**src/rtl/aim_pkg.sv**
```systemverilog
// Shared constants, types and the collector state encoding for the AIM match
// stage and its downstream position collector.
package aim_pkg;

  localparam int N_WORD = 32;
  localparam int POS_W  = 9;
  localparam int ITE_W  = 3;
  localparam int IDX_W  = $clog2(N_WORD);
  localparam int CNT_W  = $clog2(N_WORD) + 1;

  typedef logic [POS_W-1:0] pos_t;
  typedef logic [ITE_W-1:0] ite_t;

  typedef enum logic [1:0] {
    S_IDLE = 2'd0,
    S_SEND = 2'd1,
    S_DONE = 2'd2
  } state_t;

  // Unsigned popcount; CNT_W holds N_WORD itself so a full mask never wraps.
  function automatic logic [CNT_W-1:0] popcount(input logic [N_WORD-1:0] m);
    logic [CNT_W-1:0] c;
    c = '0;
    for (int i = 0; i < N_WORD; i++) begin
      c = c + CNT_W'(m[i]);
    end
    return c;
  endfunction

endpackage

```
**src/rtl/aim_pos_collector_if.sv**
```systemverilog
// Result stream from the position collector to the tracking/result logic.
// Handshake: a beat transfers on a rising clk edge where o_out_valid && i_out_ready;
// once valid is raised, the beat fields stay stable until that transfer happens.
interface aim_pos_collector_if
  import aim_pkg::*;
();

  logic             o_out_valid;
  logic             i_out_ready;
  logic [IDX_W-1:0] o_out_idx;
  pos_t             o_out_pos;
  ite_t             o_out_ite;
  logic             o_out_last;

  modport master (
    output o_out_valid,
    input  i_out_ready,
    output o_out_idx,
    output o_out_pos,
    output o_out_ite,
    output o_out_last
  );

  modport slave (
    input  o_out_valid,
    output i_out_ready,
    input  o_out_idx,
    input  o_out_pos,
    input  o_out_ite,
    input  o_out_last
  );

endinterface

```
**src/rtl/aim_lsb_enc.sv**
```systemverilog
// Combinational lowest-set-bit priority encoder over the remaining match mask.
module aim_lsb_enc
  import aim_pkg::*;
(
  input  logic [N_WORD-1:0] i_mask,
  output logic [IDX_W-1:0]  o_idx,
  output logic              o_any,
  output logic              o_single
);

  always_comb begin
    o_idx = '0;
    // Scan downward so the lowest set bit is the last one written.
    for (int i = N_WORD - 1; i >= 0; i--) begin
      if (i_mask[i]) begin
        o_idx = IDX_W'(i);
      end
    end
    o_any    = |i_mask;
    o_single = o_any && ((i_mask & (i_mask - N_WORD'(1))) == '0);
  end

endmodule

```
**src/rtl/aim_pos_collector.sv**
```systemverilog
// Captures one AIM result set on i_finish and streams its valid entries,
// lowest word index first, reporting count, completion and lost result sets.
module aim_pos_collector
  import aim_pkg::*;
(
  input  logic              i_clk,
  input  logic              i_rst,
  input  logic              i_finish,
  input  ite_t              i_ite,
  input  logic              i_valid [N_WORD],
  input  pos_t              i_pos   [N_WORD],
  aim_pos_collector_if.master out_if,
  output logic              o_busy,
  output logic [CNT_W-1:0]  o_count,
  output logic              o_done,
  output logic              o_overflow,
  output state_t            o_dbg_state
);

  state_t            state_q, state_d;
  logic [N_WORD-1:0] mask_q, mask_d;
  pos_t              bank_q [N_WORD];
  pos_t              bank_d [N_WORD];
  ite_t              tag_q, tag_d;
  logic [CNT_W-1:0]  count_q, count_d;
  logic              overflow_q, overflow_d;

  logic [N_WORD-1:0] in_mask;
  logic [IDX_W-1:0]  enc_idx;
  logic              enc_any;
  logic              enc_single;

  aim_lsb_enc u_enc (
    .i_mask   (mask_q),
    .o_idx    (enc_idx),
    .o_any    (enc_any),
    .o_single (enc_single)
  );

  always_comb begin
    in_mask = '0;
    for (int i = 0; i < N_WORD; i++) begin
      in_mask[i] = i_valid[i];
    end
  end

  always_comb begin
    state_d    = state_q;
    mask_d     = mask_q;
    bank_d     = bank_q;
    tag_d      = tag_q;
    count_d    = count_q;
    overflow_d = overflow_q;

    case (state_q)
      S_IDLE, S_DONE: begin
        state_d = S_IDLE;
        if (i_finish) begin
          mask_d  = in_mask;
          bank_d  = i_pos;
          tag_d   = i_ite;
          count_d = popcount(in_mask);
          state_d = (|in_mask) ? S_SEND : S_DONE;
        end
      end
      S_SEND: begin
        // A finish here is dropped; the set being drained is never disturbed.
        if (i_finish) begin
          overflow_d = 1'b1;
        end
        if (out_if.i_out_ready) begin
          mask_d[enc_idx] = 1'b0;
          if (enc_single) begin
            state_d = S_DONE;
          end
        end
      end
      default: begin
        state_d = S_IDLE;
      end
    endcase
  end

  always_ff @(posedge i_clk or posedge i_rst) begin
    if (i_rst) begin
      state_q    <= S_IDLE;
      mask_q     <= '0;
      tag_q      <= '0;
      count_q    <= '0;
      overflow_q <= 1'b0;
      for (int i = 0; i < N_WORD; i++) begin
        bank_q[i] <= '0;
      end
    end else begin
      state_q    <= state_d;
      mask_q     <= mask_d;
      bank_q     <= bank_d;
      tag_q      <= tag_d;
      count_q    <= count_d;
      overflow_q <= overflow_d;
    end
  end

  // Outputs come only from registers, so ready never reaches them combinationally.
  assign out_if.o_out_valid = (state_q == S_SEND) && enc_any;
  assign out_if.o_out_idx   = enc_idx;
  assign out_if.o_out_pos   = bank_q[enc_idx];
  assign out_if.o_out_ite   = tag_q;
  assign out_if.o_out_last  = (state_q == S_SEND) && enc_single;

  assign o_busy      = (state_q == S_SEND);
  assign o_count     = count_q;
  assign o_done      = (state_q == S_DONE);
  assign o_overflow  = overflow_q;
  assign o_dbg_state = state_q;

endmodule

```
**src/flat_wrapper.sv**
```systemverilog
// flat-port wrapper written by rule: the top's interface ports become plain ports
module aim_pos_collector_flat import aim_pkg::*;
  (i_clk, i_rst, i_finish, i_ite, i_valid, i_pos, o_busy, o_count, o_done, o_overflow, o_dbg_state, out_if_o_out_valid, out_if_i_out_ready, out_if_o_out_idx, out_if_o_out_pos, out_if_o_out_ite, out_if_o_out_last);
  aim_pos_collector_if out_if_i ();
  input  logic i_clk;
  input  logic i_rst;
  input  logic i_finish;
  input  ite_t i_ite;
  input  logic i_valid[N_WORD];
  input  pos_t i_pos[N_WORD];
  output logic o_busy;
  output logic [CNT_W-1:0] o_count;
  output logic o_done;
  output logic o_overflow;
  output state_t o_dbg_state;
  output wire logic [$bits(out_if_i.o_out_valid)-1:0] out_if_o_out_valid;
  input wire logic [$bits(out_if_i.i_out_ready)-1:0] out_if_i_out_ready;
  output wire logic [$bits(out_if_i.o_out_idx)-1:0] out_if_o_out_idx;
  output wire logic [$bits(out_if_i.o_out_pos)-1:0] out_if_o_out_pos;
  output wire logic [$bits(out_if_i.o_out_ite)-1:0] out_if_o_out_ite;
  output wire logic [$bits(out_if_i.o_out_last)-1:0] out_if_o_out_last;
  assign out_if_o_out_valid = out_if_i.o_out_valid;
  assign out_if_i.i_out_ready = out_if_i_out_ready;
  assign out_if_o_out_idx = out_if_i.o_out_idx;
  assign out_if_o_out_pos = out_if_i.o_out_pos;
  assign out_if_o_out_ite = out_if_i.o_out_ite;
  assign out_if_o_out_last = out_if_i.o_out_last;
  aim_pos_collector u_core (.i_clk(i_clk), .i_rst(i_rst), .i_finish(i_finish), .i_ite(i_ite), .i_valid(i_valid), .i_pos(i_pos), .out_if(out_if_i), .o_busy(o_busy), .o_count(o_count), .o_done(o_done), .o_overflow(o_overflow), .o_dbg_state(o_dbg_state));
endmodule
```
**config.mk**
```make
export PLATFORM = sky130hd
export DESIGN_NAME = aim_pos_collector_flat
export DESIGN_NICKNAME = d
export VERILOG_FILES = /design/src/rtl/aim_pkg.sv /design/src/rtl/aim_pos_collector_if.sv /design/src/rtl/aim_lsb_enc.sv /design/src/rtl/aim_pos_collector.sv /design/src/flat_wrapper.sv
export SDC_FILE = /design/constraint.sdc
export NUM_CORES = 1
export LEC_CHECK = 0
export CORE_MARGIN = 2
export CORE_UTILIZATION = 35
export CTS_BUF_LIST = sky130_fd_sc_hd__clkbuf_16
export DETAILED_ROUTE_END_ITERATION = 10
export PLACE_DENSITY = 0.68
export SYNTH_ARGS = -nofsm -noshare
export SYNTH_HDL_FRONTEND = slang
export SYNTH_HIERARCHICAL = 1
export SYNTH_SLANG_ARGS = --single-unit
```
**constraint.sdc**
```tcl
create_clock -name i_clk -period 9.89 [get_ports i_clk]
set_clock_uncertainty 0.1 [all_clocks]
set_input_delay 0.989 -clock i_clk [delete_from_list [all_inputs] [get_ports i_clk]]
set_output_delay 0.989 -clock i_clk [all_outputs]
set_load 0.005 [all_outputs]
```
==> results.json, run 1 <==
{
  "hp-start": "u_core/o_overflow",
  "synth.area.top_cells": "dfrtp_1 (50%), nand2_1 (21%), mux2i_1 (8.6%), fa_1 (2.9%), o22ai_1 (2.8%)",
  "finalCritPeriodShare_pct": 62.95,
  "drv_slew": 0,
  "rrSetupSlack_ps": 6440,
  "clkSlewWorstSetupHoldPaths_ps": 60,
  "end_kind": "output port",
  "r2r-end": "u_core/mask_q[31]",
  "cp-start-kind": "flip-flop",
  "p_sw_share_pct": 38.99,
  "yosysTopAreaCell": "dfrtp_1",
  "avgSynthCellArea_sq_um": 8.690,
  "cts_setup_buffers": 0,
  "status": "complete, no violations",
  "grt_pass1_wl_um": 88040,
  "clkSinkCount": 332,
  "met3WireLength_um": 2988,
  "r2r_start": "u_core/mask_q[14]",
  "antenna_cells": 0,
  "worst_pin_slew_ps": 1143,
  "dr_wl_met2_um": 27840,
  "synth-seq-cells": 332,
  "slew_headroom_pct": 23.78,
  "ant_nets": 0,
  "yosysSeqAreaShare_pct": 49.74,
  "power_density_nw_per_um2": 299.4,
  "coreArea_sq_um": 47450,
  "syn-num-nets": 2281,
  "yosys_warnings": 6,
  "cts_htree_levels": 2,
  "grt_use_total_pct": 23.20,
  "grt_max_degree": 109,
  "clk_latency_ps": 560,
  "wl_um": 57220,
  "rsz0062_at_grt": "no",
  "antenna_found_initial": 1,
  "hold_depth": 1,
  "crit_chain": "nor3_1 -> o21ai_0 -> a21oi_1 -> o221ai_1 -> a221oi_4 -> buf_4 -> buf_4 -> mux2i_1 -> o22ai_1 -> nor4_1 -> nand2_1 -> clkdlybuf4s50_1",
  "grt_pass1_vias": 15130,
  "hold_buffers": 0,
  "cts-root-buf": "clkbuf_16",
  "synth-edff-count": 0,
  "drtIter0Drc": 1189,
  "die_x_um": 222.5,
  "io_buffers": 356,
  "num_vias": 14570,
  "ys.flop_type": "dfrtp_1",
  "gp_congestion": 0.9148,
  "p_int_w": 0.004018,
  "fmax_mhz": 160.6,
  "critPathArrivalTime_ps": 5140,
  "max_stage_delay_ps": 750,
  "dp_hpwl_um": 42310,
  "netlist_area_sq_um": 16700,
  "finalSetupTns_ps": 0,
  "drc_errors": 0,
  "die_height_um": 222.5,
  "num_io_pins": 357,
  "crit_path_max_fanout": 45,
  "overflow": 0,
  "power_frac_comb_pct": 44.8,
  "reg2regPathDepth": 10,
  "whs_ps": 370.5,
  "clockPowerShare_pct": 22.4,
  "synth.distinct_cells": 64,
  "drv_cap": 0,
  "critPathSlowestCell": "buf_4",
  "top_layer": "met4",
  "row_count": 80,
  "drt-met1-wl_um": 24600,
  "routed_via_density": 5.085,
  "final_layout_size_suffix_gt1_share_pct": 4.398,
  "die_area_sq_um": 49480,
  "wl_per_cell_um": 19.97,
  "finalCriticalPeriod_ps": 6226,
  "hold_end": "u_core/o_overflow",
  "syn_inst": 1922,
  "ir_drop_uv": 204.1,
  "cts.repair.resized": 0,
  "layout.nets": 2581,
  "cp.required_ps": 8800,
  "power_switching_w": 0.002568,
  "synth_top_area_share_pct": 49.74,
  "p_leak_nw": 10.75,
  "cts_buffer_depth": 3,
  "crit_top_cell": "buf_4",
  "nFillCells": 4618,
  "dr.pass1.iters": 5,
  "hold_class": "flip-flop to flip-flop",
  "worstSetupPathType": "flip-flop to output port",
  "syn2layout_area_growth_pct": 31.73,
  "initial_core_util_pct": 35.20,
  "seqPwrFrac_pct": 32.7,
  "cts_tree": "built",
  "hold_viol": 0,
  "cts-buffers-inserted": 39,
  "finalSetupViolations": 0,
  "ys_async_sr_fraction_pct": 100.0
}
-- cell usage after synthesis (8+ instances only) --
master / number
a21oi_1: 16
a22o_1: 32
buf_1: 8
buf_2: 42
clkbuf_1: 54
dfrtp_1: 332
fa_1: 24
ha_1: 8
inv_1: 52
mux2i_1: 144
nand2_1: 935
nor2_1: 21
nor4_1: 28
o21ai_0: 33
o21ai_1: 9
o22ai_1: 75
-- power by group through the flow --
stage | Sequential (W) | Combinational, W | Clock [W]
final | 0.00216 | 0.00295 | 0.00148
after global routing | 0.00222 | 0.00324 | 0.00157
after CTS | 0.00215 | 0.00297 | 0.00152
after detailed placement | 0.00217 | 0.00295 | 0
after global placement | 0.00215 | 0.00292 | 0
after floorplan | 0.00207 | 0.00199 | 0
-- per-layer routing --
| metal | GRT usage [%] | up-vias |
|---|---|---|
| met3 | 3.756 | 91 |
| met5 | 0 | - |
| met1 | 30.43 | 7097 |
| li1 | - | 6900 |
| met2 | 38.91 | 486 |
| met4 | 8.205 | 0 |
-- registers in the layout, indices dropped and copies added (netlist names) --
| signal | count |
|---|---|
| u_core/mask_q | 32 |
| u_core/bank_q | 288 |
| u_core/o_dbg_state | 2 |
| u_core/o_overflow | 1 |
| u_core/out_if.o_out_ite | 3 |
| u_core/o_count | 6 |
-- placed cells by master (no fill, tap or decap), types with 3 or more instances in the layout --
| cell type | synthesis | final |
|---|---|---|
| nand4bb_1 | 6 | 6 |
| clkinv_1 | 0 | 6 |
| maj3_1 | 3 | 3 |
| dfrtp_1 | 332 | 332 |
| nand4b_2 | 3 | 3 |
| ha_1 | 8 | 8 |
| a21o_1 | 5 | 5 |
| nor3_1 | 7 | 7 |
| or4b_1 | 4 | 4 |
| nand2_1 | 935 | 935 |
| o22ai_1 | 75 | 75 |
| nor2_1 | 21 | 21 |
| or3_1 | 4 | 4 |
| nand2b_1 | 5 | 4 |
| clkdlybuf4s50_1 | 0 | 356 |
| clkinv_2 | 0 | 7 |
| inv_1 | 52 | 58 |
| mux2i_1 | 144 | 144 |
| clkinvlp_4 | 0 | 3 |
| nor4_1 | 28 | 28 |
| buf_4 | 5 | 19 |
| o21ai_1 | 9 | 9 |
| fa_1 | 24 | 24 |
| nand4_1 | 4 | 4 |
| a22o_1 | 32 | 32 |
| o31ai_1 | 5 | 5 |
| a31oi_2 | 0 | 3 |
| nand3b_1 | 3 | 3 |
| bufinv_16 | 0 | 6 |
| clkbuf_16 | 0 | 40 |
| a21oi_1 | 16 | 15 |
| o21ai_0 | 33 | 33 |
| nor4_2 | 3 | 3 |
-- cell families after synthesis --
| group | after synthesis | share of synthesized area (%) |
|---|---|---|
| adders and majority gates | 35 | 3.656 |
| and+or+nand+nor | 1044 | 25.69 |
| muxes | 144 | 8.630 |
| DFF | 332 | 49.74 |
| xor gates and xnor gates | 3 | 0.1573 |
| AOI/OAI and AO/OA | 196 | 7.724 |
| buffers and inverters | 168 | 4.405 |
-- how the worst max path moves through the flow --
stage	slack, ps	end	from	cells after the start
after floorplan	4370	u_core/bank_q[0]	i_rst	1
after global placement	3720	u_core/o_count[4]	i_valid[23]	15
after detailed placement	3680	u_core/o_count[4]	i_valid[23]	15
after CTS	3720	out_if_o_out_pos[8]	u_core/mask_q[30]	13
after global routing	3380	out_if_o_out_pos[8]	u_core/mask_q[30]	13
final	3660	out_if_o_out_pos[7]	u_core/mask_q[14]	12
-- area by class of cell --
class / instances / area (sq um) / area share [%]
sequential: 332 / 8308 / 37.76
multi-input combinational: 1422 / 7714 / 35.06
timing repair buffer: 375 / 3706 / 16.84
clock buffer: 40 / 1001 / 4.550
tap: 615 / 769.5 / 3.497
clock inverter: 30 / 304.0 / 1.382
inverter: 52 / 198.9 / 0.9042
-- critical path: cells and delay by family, from the launching register on --
kind | cells | cell delay, ps
flip-flops | 1 | 490
multiplexers | 1 | 490
buffers and inverters | 3 | 1830
AO/OA/AOI/OAI | 5 | 1070
AND/OR/NAND/NOR | 3 | 630
-- metrics by stage --
step / power [W] / worst slack, ps / cell area (sq um) / utilization (%) / cells
final: 0.006587 / 3664 / 22000 / 46.37 / 2866
after detailed placement: 0.005118 / 3683 / 20700 / 43.62 / 2796
after CTS: 0.006635 / 3722 / 22000 / 46.37 / 2866
after global placement: 0.005067 / 3724 / 20700 / 43.62 / 2796
after floorplan: 0.004054 / 4366 / 16710 / - / 1922
after global routing: 0.007026 / 3381 / 22000 / 46.37 / 2866
No activity file was read; power rests on OpenSTA's default activity.
==> run 2: changes to the inputs <==
--- a/config.mk
+++ b/config.mk
@@ -9,7 +9,7 @@
 export CORE_UTILIZATION = 35
 export CTS_BUF_LIST = sky130_fd_sc_hd__clkbuf_16
 export DETAILED_ROUTE_END_ITERATION = 10
-export PLACE_DENSITY = 0.68
+export PLACE_DENSITY = 0.66
 export SYNTH_ARGS = -nofsm -noshare
 export SYNTH_HDL_FRONTEND = slang
 export SYNTH_HIERARCHICAL = 1
==> constraint.sdc (replaced) <==
create_clock -name i_clk -period 6.1 [get_ports i_clk]
set_clock_uncertainty 0.1 [all_clocks]
set_input_delay 0.61 -clock i_clk [delete_from_list [all_inputs] [get_ports i_clk]]
set_output_delay 0.61 -clock i_clk [all_outputs]
set_load 0.005 [all_outputs]
==> run 2 against run 1 <==
First-iteration DRC count decreased by 18%. Sequential share of layout area decreased by 0.14 points. Routed wire length decreased by 0.35%. Largest cell class unchanged.
==> results.json, run 2 (synthesis results as in run 1) <==
{
  "cp-start-kind": "flip-flop",
  "die_height_um": 222.5,
  "critPathTopFamily": "compound AO/OA/AOI/OAI gates",
  "nFillCells": 4590,
  "hold_buffers": 0,
  "p_leak_nw": 10.75,
  "dr.pass1.iters": 5,
  "whs_ps": 347.8,
  "hold_viol": 0,
  "cts.repair.resized": 0,
  "antenna_found_initial": 3,
  "crit_path_max_fanout": 15,
  "wl_per_cell_um": 19.87,
  "die_area_sq_um": 49480,
  "dp_hpwl_um": 42250,
  "layout.nets": 2582,
  "coreArea_sq_um": 47450,
  "gp_congestion": 0.9482,
  "end_kind": "output port",
  "overflow": 0,
  "die_x_um": 222.5,
  "cts-root-buf": "clkbuf_16",
  "top_register": "u_core/bank_q",
  "ff_latch_area_sq_um": 8308,
  "ant_nets": 0,
  "path_buf_inv": 2,
  "cts_setup_buffers": 0,
  "most-common-layout-cells": "nand2_1 (935), clkdlybuf4s50_1 (356), dfrtp_1 (332), mux2i_1 (144), o22ai_1 (75)",
  "cp.required_ps": 5390,
  "num_io_pins": 357,
  "clkSinkCount": 332,
  "finalSetupTns_ps": 0,
  "worstSetupPathType": "flip-flop to output port",
  "routed_via_density": 5.082,
  "cts_tree": "built",
  "max_stage_delay_ps": 670,
  "syn2layout_area_growth_pct": 32.21,
  "final_common_cell": "nand2_1",
  "status": "complete, no violations",
  "final_layout_size_suffix_gt1_share_pct": 4.527,
  "num_vias": 14590,
  "rsz0062_at_grt": "no",
  "largest_reg_flops": 288,
  "cts_htree_levels": 2,
  "critPathArrivalTime_ps": 5110,
  "power_density_nw_per_um2": 488.3,
  "drtIter0Drc": 980,
  "ir_drop_uv": 379.0,
  "finalCritPeriodShare_pct": 95.43,
  "hold_class": "input pin to asynchronous set/reset pin",
  "grt_use_total_pct": 22.77,
  "critPathSlowestCell": "o22ai_1",
  "cts_buffer_depth": 3,
  "clk_latency_ps": 560,
  "initial_core_util_pct": 35.20,
  "finalCriticalPeriod_ps": 5821,
  "grt_pass1_wl_um": 86240,
  "fmax_mhz": 171.8,
  "cts-buffers-inserted": 39,
  "wl_um": 57020,
  "multi_input_area_sq_um": 7714,
  "drv_cap": 0,
  "row_count": 80,
  "grt_pass1_vias": 14840,
  "drc_errors": 0,
  "io_buffers": 356,
  "finalSetupViolations": 0,
  "clkSlewWorstSetupHoldPaths_ps": 60,
  "drv_slew": 0,
  "worst_pin_slew_ps": 1097,
  "grt_max_degree": 189,
  "crit_chain": "or4_1 -> o21bai_1 -> a21oi_1 -> o31ai_1 -> a31oi_2 -> buf_4 -> nand4_1 -> o22ai_1 -> nor4_1 -> nand2_1 -> clkdlybuf4s50_1",
  "slew_headroom_pct": 26.87
}
-- run 2: area by class of cell --
| class | instances | area share [%] |
|---|---|---|
| Timing Repair Buffer | 376 | 17.16 |
| Multi-Input combinational cell | 1422 | 34.93 |
| Inverter | 52 | 0.9009 |
| Clock buffer | 39 | 4.420 |
| Clock inverter | 32 | 1.462 |
| Antenna cell | 2 | 0.02266 |
| Sequential cell | 332 | 37.62 |
| Tap cell | 615 | 3.485 |
-- run 2: layer usage --
metal,global-route usage [%],share of wire (%)
met1,28.99,42
met2,39.38,50
met3,3.941,5.9
met4,7.339,2.6
met5,0,0.040
-- run 2: path summary, 6_finish.rpt --
path	from	end	slack, ps	cells past startpoint
worst max-delay path	u_core/mask_q[24]	out_if_o_out_pos[2]	280	11
worst min-delay path	i_rst	u_core/o_count[5]	350	2
worst max register to register	u_core/mask_q[14]	u_core/mask_q[11]	2490	10
worst min register to register	u_core/bank_q[17]	u_core/bank_q[17]	370	2
max in group asynchronous	i_rst	u_core/bank_q[226]	3870	4
min in group i_clk	u_core/bank_q[17]	u_core/bank_q[17]	370	2
-- run 2: per-stage QoR --
stage	setup WS [ps]	area (sq um)	cells	utilization (%)	total power, W
5_1_grt	36.99	22080	2868	46.53	0.01145
3_3_place_gp	345.3	20780	2797	43.79	0.008378
3_5_place_dp	280.0	20780	2797	43.79	0.008449
2_1_floorplan	955.4	16710	1922	-	0.006573
4_1_cts	300.2	22080	2868	46.53	0.01087
6_report	279.0	22080	2870	46.54	0.01078
-- run 2: power breakdown --
part	internal (W)	total [W]	leakage [nW]	switching (W)
combinational	0.00220	0.00492	5.98	0.00273
clock	0.00139	0.00236	0.637	0.000974
sequential	0.00294	0.00350	4.14	0.000556
